### config.mk
export PLATFORM = sky130hd
export DESIGN_NAME = apb_master_bridge
export DESIGN_NICKNAME = d
export VERILOG_FILES = /design/src/rtl/apb_master_bridge.sv
export SDC_FILE = /design/constraint.sdc
export NUM_CORES = 1
export LEC_CHECK = 0
export BUFFER_PORTS_ARGS = -buffer_cell sky130_fd_sc_hd__buf_4
export CORE_MARGIN = 4
export CORE_UTILIZATION = 48
export CTS_CLUSTER_SIZE = 40
export DETAILED_ROUTE_END_ITERATION = 7
export PLACE_DENSITY = 0.94
export SYNTH_ARGS = -nofsm -noshare
export SYNTH_HDL_FRONTEND = slang
export SYNTH_SLANG_ARGS = --single-unit
### constraint.sdc
create_clock -name PCLK -period 2.25 [get_ports PCLK]
set_input_delay 0.45 -clock PCLK [delete_from_list [all_inputs] [get_ports PCLK]]
set_output_delay 0.45 -clock PCLK [all_outputs]
set_load 0.01 [all_outputs]
### src/rtl/apb_master_bridge.sv
// Valid/ready command interface to APB3 master, one transfer outstanding at a time.
// Define APB_TIMEOUT_EN to abort ACCESS phases that stall longer than TIMEOUT_CYCLES.
module apb_master_bridge #(
    parameter int ADDR_W         = 32,
    parameter int DATA_W         = 32,
    parameter int TIMEOUT_CYCLES = 16
) (
    input  logic              PCLK,
    input  logic              PRESETn,
    input  logic              cmd_valid,
    output logic              cmd_ready,
    input  logic              cmd_write,
    input  logic [ADDR_W-1:0] cmd_addr,
    input  logic [DATA_W-1:0] cmd_wdata,
    output logic              rsp_valid,
    input  logic              rsp_ready,
    output logic [DATA_W-1:0] rsp_rdata,
    output logic              rsp_err,
    output logic              PSEL,
    output logic              PENABLE,
    output logic              PWRITE,
    output logic [ADDR_W-1:0] PADDR,
    output logic [DATA_W-1:0] PWDATA,
    input  logic [DATA_W-1:0] PRDATA,
    input  logic              PREADY,
    input  logic              PSLVERR
);

    typedef enum logic [1:0] {IDLE, SETUP, ACCESS, RESP} state_t;

    state_t state;
    state_t state_next;
    logic   accept;
    logic   complete;
    logic   timeout_hit;

    if (TIMEOUT_CYCLES < 1 || TIMEOUT_CYCLES > 65535) begin : g_bad_timeout
        $error("apb_master_bridge: TIMEOUT_CYCLES must be in 1..65535");
    end

    assign accept   = (state == IDLE) && cmd_valid;
    assign complete = (state == ACCESS) && PREADY;

`ifdef APB_TIMEOUT_EN
    localparam int CNT_W = $clog2(TIMEOUT_CYCLES + 1);

    logic [CNT_W-1:0] wait_cnt;

    always_ff @(posedge PCLK) begin
        if (!PRESETn || state == SETUP) begin
            wait_cnt <= '0;
        end else if (state == ACCESS && !PREADY) begin
            wait_cnt <= wait_cnt + 1'b1;
        end
    end

    // Fires on the stalled edge that would bring the count to TIMEOUT_CYCLES;
    // a PREADY=1 on that same edge is a normal completion instead.
    assign timeout_hit = (state == ACCESS) && !PREADY &&
                         (wait_cnt == CNT_W'(TIMEOUT_CYCLES - 1));
`else
    assign timeout_hit = 1'b0;
`endif

    // NOTE: state and datapath registers use non-blocking assignments so every
    // flop samples pre-edge values regardless of statement order.
    always_ff @(posedge PCLK) begin
        if (!PRESETn) begin
            state <= IDLE;
        end else begin
            state <= state_next;
        end
    end

    always_comb begin
        state_next = state;
        case (state)
            IDLE:    if (cmd_valid) state_next = SETUP;
            SETUP:   state_next = ACCESS;
            ACCESS:  if (complete || timeout_hit) state_next = RESP;
            RESP:    if (rsp_ready) state_next = IDLE;
            default: state_next = IDLE;
        endcase
    end

    always_ff @(posedge PCLK) begin
        if (!PRESETn) begin
            PWRITE    <= 1'b0;
            PADDR     <= '0;
            PWDATA    <= '0;
            rsp_rdata <= '0;
            rsp_err   <= 1'b0;
        end else begin
            if (accept) begin
                PWRITE <= cmd_write;
                PADDR  <= cmd_addr;
                PWDATA <= cmd_wdata;
            end
            if (complete) begin
                rsp_rdata <= PWRITE ? '0 : PRDATA;
                rsp_err   <= PSLVERR;
            end else if (timeout_hit) begin
                rsp_rdata <= '0;
                rsp_err   <= 1'b1;
            end
        end
    end

    assign cmd_ready = (state == IDLE);
    assign PSEL      = (state == SETUP) || (state == ACCESS);
    assign PENABLE   = (state == ACCESS);
    assign rsp_valid = (state == RESP);

endmodule

==> results.sh, run 1 <==
export IMPL_p_clk_frac=0.221
export IMPL_finalHoldViolCount=0
export IMPL_grt_overflow_total=0
export IMPL_synth_xor_area_frac=0
export IMPL_drcViolationCount=0
export IMPL_worstSetupStartpoint="state[0]$_SDFFE_PN0P_"
export IMPL_path_clk_slew_ns=0.10
export IMPL_combPwrFrac=0.349
export IMPL_timing_rr_start="state[0]$_SDFFE_PN0P_"
export IMPL_yosysSeqAreaShare=0.5112
export IMPL_use_met1=0.2687
export IMPL_num_antenna_cells=0
export IMPL_min_from="cmd_addr[22]"
export IMPL_fin_nets=742
export IMPL_worst_setup_path_end_kind="primary output"
export IMPL_syn_cell_area_um2=3916
export IMPL_synthMuxAreaShare=0.005112
export IMPL_finalSetupViolCount=0
export IMPL_min_path_type="input pin to flip-flop"
export IMPL_min_period_ns=1.788
export IMPL_layout_drive_gt1_share=0.3619
export IMPL_htreeDepth=3
export IMPL_area_delta_synth_final_pct=45.75
export IMPL_io_pins=205
export IMPL_dr_pass1_iters=4
export IMPL_rsz0062_at_grt="false"
export IMPL_max_freq_ghz=0.5594
export IMPL_synth_simple_area_share=0.2355
export IMPL_core_region_area_um2=7848
export IMPL_cts_hold_buf=0
export IMPL_die_x_um=98.33
export IMPL_cellPowerDensity_nw_per_um2=908.8
export IMPL_first_global_vias=3601
export IMPL_wire_per_inst_um=14.91
export IMPL_dpl_hpwl_um=8244
export IMPL_yosysTopAreaCellShare=0.5112
export IMPL_drv_cap=0
export IMPL_antenna_found_initial=0
export IMPL_final_cells=743
export IMPL_path_class="flip-flop to primary output"
export IMPL_p_leak_uw=0.002482
export IMPL_maxSlewHeadroom=0.6818
export IMPL_worstPathMaxFanout=11
export IMPL_tns_ns=0
export IMPL_post_synth_cell_area_avg_um2=8.683
export IMPL_p_switching_uw=1755
export IMPL_cp_arrival_ns=1.34
export IMPL_start_kind="flip-flop"
export IMPL_clockRootBuffer="clkbuf_8"
export IMPL_vias_per_cell=5.081
export IMPL_yosysTopAreaCell="dfxtp_1"
export IMPL_portBuffers=204
export IMPL_status="completed"
export IMPL_vias=3775
export IMPL_p_int_uw=3433
export IMPL_ant_nets=0
export IMPL_syn_inst=451
export IMPL_fin_skew_ns=0.01624
export IMPL_yosys_area_share_adder=0.009585
export IMPL_synth_ff_type="dfxtp_1"
export IMPL_synth_edf_count=0
export IMPL_drt_iter0_markers=138
export IMPL_cts_tree="built"
export IMPL_fillers=582
export IMPL_clk_latency_ns=0.35
export IMPL_synth_cell_types=15
export IMPL_cts_made_buffers=9
export IMPL_die_y_um=98.33
export IMPL_synth_seq_cells=100
export IMPL_seq_power_share=0.431
export IMPL_slew_viol_final=0
export IMPL_p_sw_frac=0.3383
export IMPL_cts_sinks=100
export IMPL_cts_setup_buffers=0
export IMPL_peakVddDrop_uv=406.6
export IMPL_dp_cells=727
export IMPL_yosys_warnings=0
export IMPL_start_util=0.4990
export IMPL_place_congestion=0.8751
export IMPL_grt_first_pass_wirelength_um=17620
export IMPL_syn_num_nets=557
export IMPL_synthArstFlopShare=0
export IMPL_totalWireLength_um=11080
export IMPL_cts_resized=0
export IMPL_top_usage_layer="met2"
export IMPL_grtUsageMet2=0.3749
export IMPL_grtUsageMet3=0.07000
export IMPL_synth_area_top_cells="dfxtp_1, a21boi_0, nand2_1"
export IMPL_grt_usage=0.2212
export IMPL_grt_max_degree=53
export IMPL_cts_max_path_buffers=2
export IMPL_min_period_over_period=0.7945
export IMPL_required_ns=1.80
export IMPL_tightest_slew_ns=0.4772
export IMPL_row_count=32
export IMPL_dieArea_um2=9668
export IMPL_synth_top_family_by_area="simple AND/OR/NAND/NOR gates"
export IMPL_synth_compound_area_share=0.1917
stage by stage:
step	util	area, um^2	setup slack (ns)	power, uW	hold slack (ns)
after floorplan	-	3916	0.7282	3221	0.4521
after global placement	0.7017	5507	0.7275	4019	0.4481
after detailed placement	0.7017	5507	0.6428	4099	0.4566
after CTS	0.7274	5708	0.4524	5241	0.3368
after global routing	0.7274	5708	0.3716	5514	0.3367
final	0.7274	5708	0.4623	5188	0.3588
layout by cell type, fill, tap and decap left out, drive strengths merged:
cell      instances
inv               5
nand3             1
clkinvlp          2
clkbuf           10
a222oi            1
dfxtp           100
clkinv            3
o21ai             1
mux2i             2
buf             213
a21boi           98
ha                3
nand4b           32
bufinv            1
and2              1
nand2           168
cell usage after synthesis, drive strengths merged, types with 2 or more instances:
cell type    n
a21boi      98
ha           3
nand4b      32
nand2      168
clkbuf      26
buf         13
mux2i        2
inv          5
dfxtp      100
critical path, stage by stage (launching register included):
cell	delay, ns
dfxtp_1	0.35
inv_1	0.08
ha_1	0.37
buf_4	0.19
metal layers:
layer / part of all wire / up-vias
met2: 0.50 / 170
met5: 0 / -
li1: - / 1856
met1: 0.40 / 1735
met4: 0.011 / 0
met3: 0.094 / 14
worst paths after layout:
check / slack [ns] / depth (start not counted) / end
worst max-delay path: 0.46 / 3 / PENABLE
worst max register to register: 0.59 / 6 / rsp_rdata[24]$_SDFFE_PN0P_
worst min-delay path: 0.36 / 3 / PADDR[22]$_SDFFE_PN0P_
worst min register to register: 0.46 / 2 / PWDATA[26]$_SDFFE_PN0P_
layout make-up:
class	instances	area [um^2]	share of cell area
Sequential cell	100	2002	0.3507
Clock buffer	10	137.6	0.02411
Clock inverter	6	63.81	0.01118
Inverter	5	18.77	0.003288
Timing Repair Buffer	213	1624	0.2845
Tap cell	102	127.6	0.02236
Multi-Input combinational cell	307	1734	0.3038
sequential cells by signal, summed over array words and instances (netlist names):
| register | cells |
|---|---|
| PWRITE | 1 |
| state | 2 |
| rsp_err | 1 |
| rsp_rdata | 32 |
| PWDATA | 32 |
| PADDR | 32 |
logic make-up (layout without fill, tap and decap cells):
group / after synthesis / after routing
AO/OA/AOI/OAI: 100 / 100
adder cells (fa/ha/maj): 3 / 3
buffers and inverters: 44 / 234
flip-flops: 100 / 100
multiplexers: 2 / 2
AND/OR/NAND/NOR: 202 / 202
power groups by stage:
stage / sequential (uW) / clock [uW] / combinational, uW
2_1_floorplan: 2380 / 0 / 841
3_3_place_gp: 2260 / 0 / 1760
3_5_place_dp: 2280 / 0 / 1820
4_1_cts: 2240 / 1180 / 1830
5_1_grt: 2270 / 1260 / 1990
6_report: 2230 / 1140 / 1810
Note: power is estimated with default switching activity, not from simulation.
==> inputs of run 2 (changes only) <==
--- a/config.mk
+++ b/config.mk
@@ -7,10 +7,10 @@
 export LEC_CHECK = 0
 export BUFFER_PORTS_ARGS = -buffer_cell sky130_fd_sc_hd__buf_4
 export CORE_MARGIN = 4
-export CORE_UTILIZATION = 48
+export CORE_UTILIZATION = 41
 export CTS_CLUSTER_SIZE = 40
 export DETAILED_ROUTE_END_ITERATION = 7
-export PLACE_DENSITY = 0.94
+export PLACE_DENSITY = 0.87
 export SYNTH_ARGS = -nofsm -noshare
 export SYNTH_HDL_FRONTEND = slang
 export SYNTH_SLANG_ARGS = --single-unit
==> constraint.sdc (replaced) <==
create_clock -name PCLK -period 1.5 [get_ports PCLK]
set_input_delay 0.3 -clock PCLK [delete_from_list [all_inputs] [get_ports PCLK]]
set_output_delay 0.3 -clock PCLK [all_outputs]
set_load 0.01 [all_outputs]
==> results.sh, run 2 (synthesized netlist as in run 1, its figures left out) <==
export IMPL_status="completed"
export IMPL_p_int_uw=5401
export IMPL_totalWireLength_um=11510
export IMPL_fin_skew_ns=0.01178
export IMPL_clockRootBuffer="clkbuf_8"
export IMPL_p_sw_frac=0.3427
export IMPL_htreeDepth=3
export IMPL_drcViolationCount=0
export IMPL_io_pins=205
export IMPL_path_clk_slew_ns=0.10
export IMPL_grt_usage=0.1907
export IMPL_cts_max_path_buffers=2
export IMPL_dpl_cell_area_um2=5613
export IMPL_wire_per_inst_um=14.80
export IMPL_required_ns=1.20
export IMPL_slew_viol_final=0
export IMPL_fin_nets=751
export IMPL_grt_max_degree=103
export IMPL_cellPowerDensity_nw_per_um2=1387
export IMPL_vias_per_cell=4.874
export IMPL_fillers=751
export IMPL_first_global_vias=3625
export IMPL_final_core_util=0.6380
export IMPL_finalHoldViolCount=0
export IMPL_final_cell_mix="buf_4, nand2_1, dfxtp_1, a21boi_0, nand4b_1"
export IMPL_r2r_setup_slack_ns=0.05
export IMPL_cts_hold_buf=0
export IMPL_dpl_hpwl_um=8008
export IMPL_min_path_type="input pin to flip-flop"
export IMPL_peakVddDrop_uv=650.2
export IMPL_worst_setup_path_end_kind="primary output"
export IMPL_reg_top3="PADDR (32), PWDATA (32), rsp_rdata (32)"
export IMPL_portBuffers=204
export IMPL_tns_ns=0
export IMPL_die_x_um=105.7
export IMPL_seq_power_share=0.410
export IMPL_cts_sinks=100
export IMPL_cts_made_buffers=9
export IMPL_vias=3792
export IMPL_antenna_found_initial=0
export IMPL_max_freq_ghz=0.6816
export IMPL_drv_cap=0
export IMPL_row_count=35
export IMPL_min_period_over_period=0.9781
export IMPL_combPwrFrac=0.403
export IMPL_finish_instance_area_um2=5923
export IMPL_dieArea_um2=11180
export IMPL_cp_arrival_ns=1.17
export IMPL_cts_tree="built"
export IMPL_start_kind="flip-flop"
export IMPL_p_clk_frac=0.187
export IMPL_p_switching_uw=2815
export IMPL_core_region_area_um2=9284
export IMPL_tightest_slew_ns=0.3890
export IMPL_grt_first_pass_wirelength_um=17570
export IMPL_path_class="flip-flop to primary output"
export IMPL_clk_latency_ns=0.35
export IMPL_layout_commonest_cell="buf_4"
export IMPL_place_congestion=0.7620
export IMPL_layout_drive_gt1_share=0.3775
export IMPL_start_util=0.4218
export IMPL_area_delta_synth_final_pct=51.25
export IMPL_dr_pass1_iters=4
export IMPL_maxSlewHeadroom=0.7403
export IMPL_grt_overflow_total=0
export IMPL_worstPathMaxFanout=3
export IMPL_num_antenna_cells=0
export IMPL_p_leak_uw=0.002552
export IMPL_finalSetupViolCount=0
export IMPL_die_y_um=105.7
export IMPL_drt_iter0_markers=178
export IMPL_ant_nets=0
export IMPL_min_period_ns=1.467
==> run 2: cell count changes in the layout (fill, tap and decap cells not counted), moves of 2 or more <==
cell / change
buf_12: +5
buf_6: +3
ha_1: -3
a21boi_0: -2
a21boi_1: +2
dfxtp_1: -2
ha_4: +2
inv_6: +2
==> run 2: final timing paths <==
check | endpoint | cells past startpoint | from
worst max-delay path | PSEL | 3 | state[1]$_SDFFE_PN0P_
worst min-delay path | PADDR[6]$_SDFFE_PN0P_ | 3 | cmd_addr[6]
worst max register to register | state[1]$_SDFFE_PN0P_ | 5 | state[1]$_SDFFE_PN0P_
worst min register to register | PWDATA[19]$_SDFFE_PN0P_ | 2 | PWDATA[19]$_SDFFE_PN0P_
==> run 2: area by class of cell <==
cell class | count | area, um^2 | area share
timing repair buffer | 222 | 1808 | 0.3052
multi-input combinational | 307 | 1763 | 0.2976
tap | 129 | 161.4 | 0.02725
sequential | 100 | 2007 | 0.3388
clock inverter | 5 | 37.54 | 0.006337
inverter | 5 | 18.77 | 0.003169
clock buffer | 10 | 127.6 | 0.02155
==> run 2: metrics by stage <==
stage	total power, uW	worst slack (ns)	cells	hold slack, ns
finish	8216	0.03285	778	0.2007
global placement	6212	0.1252	755	0.4484
CTS	8050	-0.03399	773	0.1769
floorplan	4842	0.007910	451	0.4449
global route	8696	-0.008924	778	0.1847
detailed placement	6330	0.0004304	755	0.4563
==> run 2: power groups by stage <==
stage / clock network, uW / registers, uW / logic, uW
6_report: 1540 / 3370 / 3310
5_1_grt: 1690 / 3420 / 3580
4_1_cts: 1600 / 3370 / 3090
3_5_place_dp: 0 / 3420 / 2910
3_3_place_gp: 0 / 3390 / 2830
2_1_floorplan: 0 / 3570 / 1270
==> run 2: worst max-delay path, stage by stage (launching register included) <==
cell     delay (ns)
dfxtp_4        0.38
inv_1          0.07
ha_4           0.28
buf_6          0.10
==> run 2: routing by layer <==
metal / vias up / global-route usage / routed length [um] / part of all wire
met3: 12 / 0.05083 / 918 / 0.080
met2: 152 / 0.3506 / 5886 / 0.51
met5: - / 0 / 0 / 0
met4: 0 / 0.04718 / 119 / 0.010
li1: 1876 / - / - / -
met1: 1752 / 0.2183 / 4588 / 0.40
==> run 2: timing repair <==
action | 4_1_cts | 5_1_grt
gates resized for setup | 6 | 8
setup buffers | 2 | 4
pin swaps | 0 | 2
endpoints found under the setup margin | 6 | 33
cloned | 1 | 1
